<file path="config.mk">
export PLATFORM = sky130hd
export DESIGN_NAME = disp_scan_scheduler
export DESIGN_NICKNAME = d
export VERILOG_FILES = /design/src/rtl/disp_pkg.sv /design/src/rtl/disp_scan_timer.sv /design/src/rtl/disp_scan_scheduler.sv
export SDC_FILE = /design/constraint.sdc
export NUM_CORES = 1
export LEC_CHECK = 0
export CORE_ASPECT_RATIO = 1.75
export CORE_UTILIZATION = 55
export CTS_BUF_LIST = sky130_fd_sc_hd__clkbuf_4 sky130_fd_sc_hd__clkbuf_8
export CTS_CLUSTER_SIZE = 40
export DETAILED_ROUTE_END_ITERATION = 8
export PLACE_DENSITY = 0.95
export SYNTH_ARGS = -nofsm -noshare
export SYNTH_HDL_FRONTEND = slang
export SYNTH_SLANG_ARGS = --single-unit
</file>
<file path="constraint.sdc">
create_clock -name clock -period 5.3 [get_ports clock]
set_input_delay 0.53 -clock clock [delete_from_list [all_inputs] [get_ports clock]]
set_output_delay 0.53 -clock clock [all_outputs]
set_load 0.1 [all_outputs]
</file>
<file path="src/rtl/disp_pkg.sv">
// Shared types and constants for the multiplexed 8-digit 7-segment display
// scheduler.
//   disp_own_t   : display ownership state (idle, or owned by requester 0 or 1).
//   NDIG, NIB_W  : digit count and nibble width per digit.
//   IDX_W        : width of the digit scan index.
//   DATA_W       : width of one requester's packed display value.
//   digit_sel_n(): active-low one-hot digit select for a scan index.
package disp_pkg;

  typedef enum logic [1:0] {
    IDLE = 2'd0,
    OWN0 = 2'd1,
    OWN1 = 2'd2
  } disp_own_t;

  localparam int NDIG   = 8;
  localparam int NIB_W  = 4;
  localparam int IDX_W  = $clog2(NDIG);
  localparam int DATA_W = NDIG * NIB_W;

  // Bit k low selects digit k; all other digits stay dark.
  function automatic logic [NDIG-1:0] digit_sel_n(input logic [IDX_W-1:0] idx);
    return ~(NDIG'(1) << idx);
  endfunction

endpackage

</file>
<file path="src/rtl/disp_scan_timer.sv">
// Digit scan timing for the multiplexed display.
// A prescaler counts CLK_DIV clocks per digit slot; the digit index advances
// once per slot and wraps after the last digit.
// Ports:
//   clock         in   system clock, rising edge
//   reset         in   asynchronous, active-high
//   idx_o         out  current digit index (0..NDIG-1)
//   tick_o        out  last clock of the current slot
//   bnd_o         out  last clock of the frame (tick in the last slot)
//   blank_o       out  current clock lies in the slot's blanking window
//   frame_start_o out  registered pulse in the first clock of slot 0
module disp_scan_timer
  import disp_pkg::*;
#(
  parameter int CLK_DIV   = 1000,
  parameter int BLANK_CYC = 8
) (
  input  logic             clock,
  input  logic             reset,
  output logic [IDX_W-1:0] idx_o,
  output logic             tick_o,
  output logic             bnd_o,
  output logic             blank_o,
  output logic             frame_start_o
);

  generate
    if (CLK_DIV < 2) begin : g_bad_div
      $error("disp_scan_timer: CLK_DIV must be >= 2");
    end
    if (BLANK_CYC >= CLK_DIV) begin : g_bad_blank
      $error("disp_scan_timer: BLANK_CYC must be < CLK_DIV");
    end
  endgenerate

  localparam int                 PRE_W     = $clog2(CLK_DIV);
  localparam logic [PRE_W-1:0]   PRE_LAST  = PRE_W'(CLK_DIV - 1);
  localparam logic [PRE_W-1:0]   BLANK_END = PRE_W'(BLANK_CYC);
  localparam logic [IDX_W-1:0]   IDX_LAST  = IDX_W'(NDIG - 1);

  logic [PRE_W-1:0] pre_q, pre_d;
  logic [IDX_W-1:0] idx_q, idx_d;
  logic             frame_start_q;
  logic             tick;
  logic             bnd;

  always_comb begin
    tick  = (pre_q == PRE_LAST);
    bnd   = tick && (idx_q == IDX_LAST);
    pre_d = tick ? '0 : pre_q + PRE_W'(1);
    idx_d = tick ? idx_q + IDX_W'(1) : idx_q;
  end

  // frame_start is registered from bnd so it rises exactly in the first
  // clock of slot 0, and stays low in the first clock after reset release.
  always_ff @(posedge clock or posedge reset) begin
    if (reset) begin
      pre_q         <= '0;
      idx_q         <= '0;
      frame_start_q <= 1'b0;
    end else begin
      pre_q         <= pre_d;
      idx_q         <= idx_d;
      frame_start_q <= bnd;
    end
  end

  assign idx_o         = idx_q;
  assign tick_o        = tick;
  assign bnd_o         = bnd;
  assign blank_o       = (pre_q < BLANK_END);
  assign frame_start_o = frame_start_q;

endmodule

</file>
<file path="src/rtl/disp_scan_scheduler.sv">
// Shares one 8-digit multiplexed 7-segment display between two requesters.
// Ownership is arbitrated round-robin only at frame boundaries, with a
// minimum hold of HOLD_FRAMES frames; the owner's value is snapshotted once
// per frame so a frame never mixes two values.
// Ports:
//   clock        in   system clock, rising edge
//   reset        in   asynchronous, active-high
//   req[1:0]     in   level request per requester
//   data0/data1  in   packed 8-nibble values, nibble k shown on digit k
//   gnt[1:0]     out  one-hot owner, 0 when idle (registered)
//   digit[3:0]   out  nibble of the digit being scanned (registered)
//   seg_en       out  segment decoder enable (registered)
//   control[7:0] out  active-low digit enables (registered)
//   frame_start  out  one-clock pulse in the first clock of slot 0
module disp_scan_scheduler
  import disp_pkg::*;
#(
  parameter int CLK_DIV     = 1000,
  parameter int BLANK_CYC   = 8,
  parameter int HOLD_FRAMES = 4
) (
  input  logic              clock,
  input  logic              reset,
  input  logic [1:0]        req,
  input  logic [DATA_W-1:0] data0,
  input  logic [DATA_W-1:0] data1,
  output logic [1:0]        gnt,
  output logic [NIB_W-1:0]  digit,
  output logic              seg_en,
  output logic [NDIG-1:0]   control,
  output logic              frame_start
);

  generate
    if (HOLD_FRAMES < 1) begin : g_bad_hold
      $error("disp_scan_scheduler: HOLD_FRAMES must be >= 1");
    end
  endgenerate

  localparam int                HOLD_W   = $clog2(HOLD_FRAMES + 1);
  localparam logic [HOLD_W-1:0] HOLD_SW  = HOLD_W'(HOLD_FRAMES - 1);
  localparam logic [HOLD_W-1:0] HOLD_SAT = HOLD_W'(HOLD_FRAMES);

  logic [IDX_W-1:0] idx_w;
  logic             tick_w;
  logic             bnd_w;
  logic             blank_w;
  logic             frame_start_w;

  disp_scan_timer #(
    .CLK_DIV   (CLK_DIV),
    .BLANK_CYC (BLANK_CYC)
  ) u_timer (
    .clock         (clock),
    .reset         (reset),
    .idx_o         (idx_w),
    .tick_o        (tick_w),
    .bnd_o         (bnd_w),
    .blank_o       (blank_w),
    .frame_start_o (frame_start_w)
  );

  disp_own_t         state_q, state_d;
  logic [HOLD_W-1:0] hold_q, hold_d, hold_inc;
  logic              last_q, last_d;
  logic [DATA_W-1:0] shadow_q, shadow_d;
  logic [1:0]        gnt_q, gnt_d;
  logic [NIB_W-1:0]  digit_q, digit_d;
  logic              seg_en_q, seg_en_d;
  logic [NDIG-1:0]   control_q, control_d;
  logic              arb_en;
  logic              dark;

  // Arbitration happens on the last clock of the last slot only, so every
  // frame is displayed under one owner with one snapshot.
  assign arb_en   = tick_w && bnd_w;
  assign hold_inc = (hold_q == HOLD_SAT) ? hold_q : hold_q + HOLD_W'(1);

  always_comb begin
    state_d  = state_q;
    hold_d   = hold_q;
    last_d   = last_q;
    shadow_d = shadow_q;
    gnt_d    = gnt_q;
    if (arb_en) begin
      unique case (state_q)
        IDLE: begin
          // Both asking: the one that did not own the display last wins.
          if (req[0] && req[1]) state_d = last_q ? OWN0 : OWN1;
          else if (req[0])      state_d = OWN0;
          else if (req[1])      state_d = OWN1;
          else                  state_d = IDLE;
        end
        OWN0: begin
          if (!req[0])                        state_d = req[1] ? OWN1 : IDLE;
          else if (req[1] && hold_q >= HOLD_SW) state_d = OWN1;
          else                                state_d = OWN0;
        end
        OWN1: begin
          if (!req[1])                        state_d = req[0] ? OWN0 : IDLE;
          else if (req[0] && hold_q >= HOLD_SW) state_d = OWN0;
          else                                state_d = OWN1;
        end
        default: state_d = IDLE;
      endcase

      unique case (state_d)
        OWN0: begin
          gnt_d    = 2'b01;
          shadow_d = data0;
          last_d   = 1'b0;
          hold_d   = (state_q == OWN0) ? hold_inc : '0;
        end
        OWN1: begin
          gnt_d    = 2'b10;
          shadow_d = data1;
          last_d   = 1'b1;
          hold_d   = (state_q == OWN1) ? hold_inc : '0;
        end
        default: begin
          gnt_d  = 2'b00;
          hold_d = '0;
        end
      endcase
    end
  end

  // Display outputs are registered from the current scan position, so they
  // trail the timer by one clock. The nibble tracks the scan even when dark.
  always_comb begin
    dark      = blank_w || (state_q == IDLE);
    control_d = dark ? {NDIG{1'b1}} : digit_sel_n(idx_w);
    seg_en_d  = !dark;
    digit_d   = shadow_q[NIB_W*idx_w +: NIB_W];
  end

  always_ff @(posedge clock or posedge reset) begin
    if (reset) begin
      state_q   <= IDLE;
      hold_q    <= '0;
      last_q    <= 1'b1;
      shadow_q  <= '0;
      gnt_q     <= 2'b00;
      digit_q   <= '0;
      seg_en_q  <= 1'b0;
      control_q <= {NDIG{1'b1}};
    end else begin
      state_q   <= state_d;
      hold_q    <= hold_d;
      last_q    <= last_d;
      shadow_q  <= shadow_d;
      gnt_q     <= gnt_d;
      digit_q   <= digit_d;
      seg_en_q  <= seg_en_d;
      control_q <= control_d;
    end
  end

  assign gnt         = gnt_q;
  assign digit       = digit_q;
  assign seg_en      = seg_en_q;
  assign control     = control_q;
  assign frame_start = frame_start_w;

endmodule

</file>
==> out/summary.md, run 1 <==
The tool flagged a number of max-cap violations equal to 0. Across all register-to-register paths, the minimum setup slack is 1.27 ns. The biggest fanout along the worst timing path was 40.

The basic-gate share of the synthesized area counting and, or, nand and nor cells was 13.5%. Vertical die dimension: 106 um. Most used cell along the critical path: ha_1. In this run, the number of DRC markers left after iteration 0 of detailed routing was 134. Leaving out fill and tap cells, the most frequent cell in the layout is clkdlybuf4s50_1. The logs give 49.4% for the portion of the post-synthesis area used by sequential elements and 0 for the number of slew-limit violations in the final report. Together, buffers and inverters on the worst path number 2.

During placement, the flow inserted port buffers numbering 83. The tools report the number of primary I/O pins as 84. The run gives 4 as the length of the first detailed-routing pass in iterations. The run gives 57.6% as the initial core utilization. DRC violations left: 0. Summed over all nets, the switching power comes to 0.231 mW.

The tools report the core footprint as 0.00593 mm^2. Entering global routing, the biggest net connects 68 pins. The global-route congestion overflow total is 0. The post-layout utilization of the core is 75.7%, and the complex-gate fraction of the synthesized area is 9.67%. The number of clock buffers added by TritonCTS is 9. For this design the static power due to leakage is 1.98 nW. Detailed routing inserted a total of 2,573 vias. The final net count was 470.

The die extent in x is 61.6 um. In the layout the commonest cells are clkdlybuf4s50_1 (83), dfrtp_1 (58), nand2_1 (57), mux2i_1 (32), o21ai_0 (20). The tools report the number of antenna-violating nets in the routed design as 0.

Synthesis produced 310 cells. The tools report the kind of start point of the critical path as a flop. The synthesized design contains 0 enable-type register cells. Via count of the first global-routing pass: 2,699.

Along the worst hold path, the cell count comes to 2. The cell with the biggest individual delay on the critical path is or4_2. For the worst-skew pair, the clock arrives at the later sink with an insertion delay of 0.36 ns. The share of flip-flops with an asynchronous set or reset was 100%; the number of setup violations in the final report was 0.

At the pin with the least slew margin, the transition time is 0.987 ns. The logs give 0 for the final hold violation count and 2 for the maximum clock insertion buffer count. The main combinational cell family by area after synthesis was multiplexers. The first global-routing pass estimated 12.5 mm of wire.

Among cell families on the critical path, the largest total delay comes from simple AND/OR/NAND/NOR gates. The flow ran to the end, and the final reports show no timing, DRC or antenna violations. Averaged over all synthesized cells, the footprint is 11.0 um^2. The register clock-pin slew on the reported worst setup and hold paths was 0.07 ns. The layout cell share with drive strength beyond 1 is 17.0%.

The worst setup path is captured at a flop. Synthesis inferred 67 register bits. The post-cts resize count is 0. Power spread over the standard cell area amounts to 237 mW/mm^2. In the routed layout, each cell is associated on average with a via count of 5.44. The startpoint identified for the worst hold timing path is shadow_q[24]$_DFFE_PP0P_. The top cell type by total area after synthesis is dfrtp_1. Data arrives at the worst endpoint at 4.31 ns. The reg-to-reg critical path startpoint was hold_q[0]$_DFFE_PP0P_. The antenna cell count was 0. The clock share of power is 43.0%, and the post-synthesis share of cell area spent on xor and xnor gates is 2.05%. Setup repair after global routing left no endpoint under its margin. The placer's final routability congestion estimate is 0.831, and the largest incremental delay on the critical path is 1.07 ns. The H-tree depth came out at 3. The share of the synthesized area in the top cell type is 42.5%, and the internal power component is 0.832 mW. Timing would allow up to 0.248 GHz.

The detail-routed net length per standard cell came out at 15.8 um. Traced cell by cell, the critical path runs through ha_1 > ha_1 > a211oi_1 > nor3_1 > o311ai_0 > inv_1 > ha_2 > or4_2 > buf_4 > mux2_4. For this design, the sink count on the clock tree is 67. The number of antenna violations at the first check in global routing was 0; the normalized max-slew margin was 34.0%. Class of the worst hold path: reg -> reg.

The total die area was 0.00654 mm^2. The post-route fraction of the period consumed by the critical path came out at 76.0%. By area the synthesized netlist is led by dfrtp_1 (42%), mux2i_1 (9.4%), dfstp_2 (6.9%). Total number of placement rows: 37. The worst-case IR drop observed on VDD is 150 uV.

The post-synthesis to final-layout area growth works out to 31.2%. The adder and majority cell fraction of the synthesized area is 4.40%. The post-synthesis instance area was 0.00342 mm^2. The routed design could run at a clock period as short as 4.03 ns.

The number of cells traversed by the worst register-to-register path is 10. Post-CTS timing repair inserted 0 buffers for setup. After routing, the total negative slack on setup checks comes to 0 ns. Buffers inserted to repair hold after CTS numbered 0.

The share of total power dissipated in combinational logic is 8.9%. The wire-length estimate of the detail-placed layout is 5.28 mm. Total detailed-routing wirelength: 7.48 mm.

In this run the critical register-to-register path is captured at last_q$_DFFE_PP1P_. The setup clock skew after layout came out at 0.0159 ns. Of the total power, registers draw 48.1%. The worst hold path terminates at shadow_q[24]$_DFFE_PP0P_. The cell sitting at the root of the clock tree is a clkbuf_8. STA puts the critical path data required time at 5.58 ns. The worst setup path is of the reg -> reg kind. Counting every net in the synthesized netlist gives 390.

The number of distinct standard cells referenced by the synthesized netlist was 39; the switching share of power was 21.7%. Global routing used 26.7% of the available tracks across all layers. For the number of warnings reported in the yosys synthesis log, the log shows 0. For this run, the leading register cell type out of synthesis is dfrtp_1.

TritonCTS built the clock tree. The portion of synthesized area spent on multiplexers is 16.1%.
[how the worst max path moves through the flow]
stage / end / from / slack (ns) / depth (start not counted)
3_3_place_gp: last_q$_DFFE_PP1P_ / hold_q[0]$_DFFE_PP0P_ / 1.41 / 10
4_1_cts: last_q$_DFFE_PP1P_ / hold_q[0]$_DFFE_PP0P_ / 1.26 / 10
6_report: last_q$_DFFE_PP1P_ / hold_q[0]$_DFFE_PP0P_ / 1.27 / 10
2_1_floorplan: shadow_q[17]$_DFFE_PP0P_ / hold_q[0]$_DFFE_PP0P_ / 2.25 / 12
3_5_place_dp: last_q$_DFFE_PP1P_ / hold_q[0]$_DFFE_PP0P_ / 1.28 / 10
5_1_grt: last_q$_DFFE_PP1P_ / hold_q[0]$_DFFE_PP0P_ / 1.02 / 10
[through the flow]
stage	worst slack, ns	power (mW)	hold WS, ns	cell area, um^2	cells
final	1.27	1.06	0.477	4480	473
after floorplan	2.25	0.557	0.425	3420	310
after CTS	1.26	1.07	0.477	4480	473
after detailed placement	1.28	0.617	0.457	4260	457
after global placement	1.41	0.614	0.438	4260	457
after global routing	1.02	1.10	0.501	4480	473
[registers in the layout, summed over array words and instances (netlist names)]
| signal | count |
|---|---|
| last_q | 1 |
| state_q | 2 |
| control | 8 |
| u_timer.frame_start_o | 1 |
| shadow_q | 32 |
| u_timer.pre_q | 10 |
| u_timer.idx_o | 3 |
| seg_en | 1 |
| digit | 4 |
| hold_q | 3 |
| gnt | 2 |
[layout make-up]
cell class,count,area [um^2]
flip-flops and latches,67,1690
fillers,428,1440
repair buffers,87,861
inverters,14,52.6
well taps,78,97.6
clock buffers,13,173
multi-input cells,211,1570
clock inverters,3,46.3
[cell usage after synthesis, types with 3 or more instances]
cell type and number:
buf_6 5, nand3_1 8, mux2_2 3, or4_1 3, nand2_1 57, mux2i_1 32, nor2_1 8, xnor2_1 3
xor2_1 5, o21ai_0 20, a21oi_1 5, inv_1 14, o21ai_2 18, nor2b_1 3, clkbuf_1 10, dfstp_2 9
mux4_2 8, ha_1 12, nand4_1 3, dfrtp_1 58
[worst reg2reg max path, stage by stage, from the launching register on]
cell	delay, ns
dfrtp_1	0.42
ha_1	0.21
ha_1	0.17
a211oi_1	0.43
nor3_1	0.10
o311ai_0	0.47
inv_1	0.10
ha_2	0.29
or4_2	1.07
buf_4	0.39
mux2_4	0.32
[power groups by stage]
stage / Combinational, mW / Sequential, mW / Clock [mW]
3_5_place_dp: 0.0960 / 0.521 / 0
2_1_floorplan: 0.0365 / 0.521 / 0
6_report: 0.0949 / 0.511 / 0.457
4_1_cts: 0.0964 / 0.511 / 0.458
5_1_grt: 0.103 / 0.511 / 0.484
3_3_place_gp: 0.0933 / 0.521 / 0
[routing by layer]
metal  vias up  share of wire, %  global-route usage, %
met2       102                56                   44.9
li1       1238                 -                      -
met3        26               3.9                   3.65
met1      1207                35                   29.1
met4         0               4.6                   19.0
met5         -                 0                      0
[cells by family (layout without fill, tap and decap cells)]
logic type,Yosys count,count (layout)
mux,44,44
compound gates,49,49
flops,67,67
buf+inv,32,117
fa+ha+maj,12,12
simple gates,98,98
xor+xnor,8,8
Note: power is estimated with default switching activity, not from simulation.
==> run 2: changes to the inputs <==
--- a/config.mk
+++ b/config.mk
@@ -6,11 +6,11 @@
 export NUM_CORES = 1
 export LEC_CHECK = 0
 export CORE_ASPECT_RATIO = 1.75
-export CORE_UTILIZATION = 55
+export CORE_UTILIZATION = 51
 export CTS_BUF_LIST = sky130_fd_sc_hd__clkbuf_4 sky130_fd_sc_hd__clkbuf_8
 export CTS_CLUSTER_SIZE = 40
 export DETAILED_ROUTE_END_ITERATION = 8
-export PLACE_DENSITY = 0.95
+export PLACE_DENSITY = 0.94
 export SYNTH_ARGS = -nofsm -noshare
 export SYNTH_HDL_FRONTEND = slang
 export SYNTH_SLANG_ARGS = --single-unit
==> constraint.sdc (replaced) <==
create_clock -name clock -period 3.8 [get_ports clock]
set_input_delay 0.38 -clock clock [delete_from_list [all_inputs] [get_ports clock]]
set_output_delay 0.38 -clock clock [all_outputs]
set_load 0.1 [all_outputs]
==> run 2 against run 1 <==
Global-route usage is 4.2 points lower. Critical path depth is 1 higher. Cell area rose by 0.11%. Total power grew 37%. First-iteration DRC count shrank 39%. Count of clock-buffer cells in the layout down 4. Fmax rose by 13%. Critical endpoint is now shadow_q[29]$_DFFE_PP0P_. Largest power group unchanged.
==> out/summary.md, run 2 (same netlist as run 1, synthesis figures left out) <==
Row generation in the floorplan step produced 39 rows. The die extent in x works out to 63.9 um. The later pin in the worst-skew pair is clocked with a latency of 0.36 ns. Of the cells placed in the final design, the portion with a size suffix greater than 1 is 17.0%. The detail-routed net length per standard cell was 14.6 um. Setup repair after global routing left no endpoint under its margin. The logs give 67 for the sink count of the clock tree and 0 ns for the aggregate negative setup slack. The normalized max-slew margin came out at 30.9%.

The run gives 0 as the cts-stage hold buffer count. The library cell used as clock root buffer is clkbuf_8. The tools report the global-route met2 utilization as 38.8%. STA puts the critical path data arrival time at 3.78 ns. For the HPWL reported at the end of detailed placement, the log shows 5.07 mm. The required time reported for the critical path endpoint is 4.02 ns, and the met3 usage is 5.25%.

The vertical die dimension came out at 110 um. The worst hold path belongs to the class reg -> reg. The run finished with clean final reports. The tools report the total detailed-routing wirelength as 6.98 mm. For this design, the slowest cell found on the critical path is or4_2. STA classifies the critical path endpoint as a flop.

In this run, the combinational gates consume 9.0% of the power. In this run, CTS created clock tree buffers numbering 9. Once layout is complete, the cells apart from fillers number 477.

For the final hold violation count, the log shows 0. At the pin with the least slew margin, the transition time is 1.04 ns. The post-synthesis to final-layout area growth was 31.4%. The internal power component is 1.11 mW, and the largest incremental delay on the critical path is 0.73 ns.

The tools report the global-route congestion overflow total as 0. Traced cell by cell, the critical path runs through ha_1 > ha_1 > a211oi_1 > nor3_1 > o311ai_0 > inv_1 > ha_2 > or4_2 > buf_12 > nand2_1 > o21ai_0. The count of nets left with antenna violations once routing finished came out at 0. The busiest layer in global routing was met2. The minimum period implied by the final worst setup slack was 3.56 ns; the core footprint was 0.00649 mm^2. More flip-flops sit in one register than any other, and that register is shadow_q. The post-detailed-placement cell area was 0.00428 mm^2. Buffers placed on the I/O ports in this run total 83. In this run, placement finished with an instance count of 461. The run gives 0.00704 mm^2 as the total die area. The run gives 48.8% as the relative contribution of sequential cells to total power. The maximum number of pins on one net before global-route repair was 66; the DRC violations left was 0. Setup violations remaining at the end of the flow were counted as 0. The switching share of power was 24.2%. The first global-routing pass estimated 11.6 mm of wire. The finished cells cover 0.00449 mm^2. The tools report the number of primary I/O pins as 84. Cell family with the largest share of critical-path delay: compound AO/OA/AOI/OAI gates. Together, buffers and inverters on the worst path number 2.

The first detailed-routing pass ran for 5 iterations. STA classifies the critical path startpoint as a flop. The setup clock skew after layout was 0.0111 ns; the number of slew-limit violations in the final report was 0. The H-tree was split into 3 levels.

The number of antenna violations at the first check in global routing was 0; the final net count was 470. For this block, the initial DRC count from the detailed router was 82. The library cell used most frequently in the layout, excluding fill and tap cells, is clkdlybuf4s50_1. The worst vdd rail ir drop came out at 238 uV. The tool flagged a number of max-cap violations equal to 0. After filler insertion, the fill cell instance count of the layout stands at 467.

By startpoint and endpoint, the worst setup path is classified as reg -> reg. The most used cell along the critical path was ha_1. For the met1 track demand over resource in global routing, the log shows 24.1%.

The run gives 0.767 as the placer's final routability congestion estimate. The run gives 2,619 as the via count of the first global-routing pass. The net switching power is 0.353 mW. TritonCTS built the clock tree. Once the floorplan was initialized, standard cells occupied 52.6% of the core. The clock network accounts for 42.1% of the total power. Along the worst path, the maximum fanout reaches 65.

The flip-flop count of the largest register, all copies and words added is 32, and the maximum clock insertion buffer count is 2. The top cell types in the final layout, fill and taps aside, are clkdlybuf4s50_1 (83), dfrtp_1 (58), nand2_1 (57), mux2i_1 (32), o21ai_0 (20). Power spread over the standard cell area amounts to 325 mW/mm^2. In this run the static leakage power is 1.99 nW. Global routing used 22.5% of the available tracks.

The completed layout was analyzed and its total power is 1.46 mW. The post-cts resize count is 0. In the routed layout, each cell is associated on average with a via count of 5.48. After clock tree synthesis, the setup repair step added 0 buffers.

The worst path uses 93.6% of the clock period. After clock tree synthesis, the clock-pin slew on the worst setup and hold paths is 0.08 ns. The via count is 2,614. Based on the critical path, the design can be clocked at up to 0.281 GHz. 0 antenna diodes ended up in the layout.
[run 2: changes by cell type in the layout (fill, tap and decap cells not counted)]
cell	change
buf_12	+1
clkinv_4	+2
clkbuf_4	-1
clkbuf_8	-3
clkinvlp_4	-1
buf_4	-1
inv_6	+3
[run 2: power groups by stage]
| stage | registers (mW) | logic (mW) | clock network [mW] |
|---|---|---|---|
| after floorplan | 0.727 | 0.0509 | 0 |
| after global placement | 0.727 | 0.131 | 0 |
| after detailed placement | 0.727 | 0.134 | 0 |
| after CTS | 0.713 | 0.134 | 0.622 |
| after global routing | 0.713 | 0.144 | 0.650 |
| final | 0.713 | 0.132 | 0.615 |
[run 2: final cells by class]
class	count	area (um^2)	share of cell area (%)
repair buffers	87	873	19.5
multi-input cells	211	1570	34.9
flip-flops and latches	67	1690	37.6
inverters	14	52.6	1.17
clock buffers	9	124	2.76
clock inverters	7	82.6	1.84
well taps	82	103	2.29
[run 2: metal layers]
metal | wire length, um | vias up
met1 | 2520 | 1255
met3 | 311 | 27
li1 | - | 1238
met4 | 286 | 0
met5 | 0 | -
met2 | 3860 | 94
[run 2: worst min-delay path, stage by stage (launching register included)]
cell and delay, ns:
dfrtp_1 0.35, nand2_1 0.05, o21ai_0 0.06
[run 2: worst paths after layout]
kind,start,endpoint,slack (ns),depth (start not counted)
max reg2reg,hold_q[0]$_DFFE_PP0P_,shadow_q[29]$_DFFE_PP0P_,0.24,11
min,shadow_q[8]$_DFFE_PP0P_,shadow_q[8]$_DFFE_PP0P_,0.48,2
max in group asynchronous,reset,last_q$_DFFE_PP1P_,2.34,3
min in group asynchronous,reset,u_timer.pre_q[9]$_DFF_PP0_,0.59,2
max,hold_q[0]$_DFFE_PP0P_,shadow_q[29]$_DFFE_PP0P_,0.24,11
min reg2reg,shadow_q[8]$_DFFE_PP0P_,shadow_q[8]$_DFFE_PP0P_,0.48,2
[run 2: metrics by stage]
step / hold slack [ns] / setup WS (ns) / utilization [%]
after floorplan: 0.425 / 0.753 / -
after global placement: 0.439 / 0.442 / 66.0
after detailed placement: 0.457 / 0.280 / 66.0
after CTS: 0.485 / 0.235 / 69.2
after global routing: 0.498 / 0.00565 / 69.2
final: 0.484 / 0.241 / 69.2
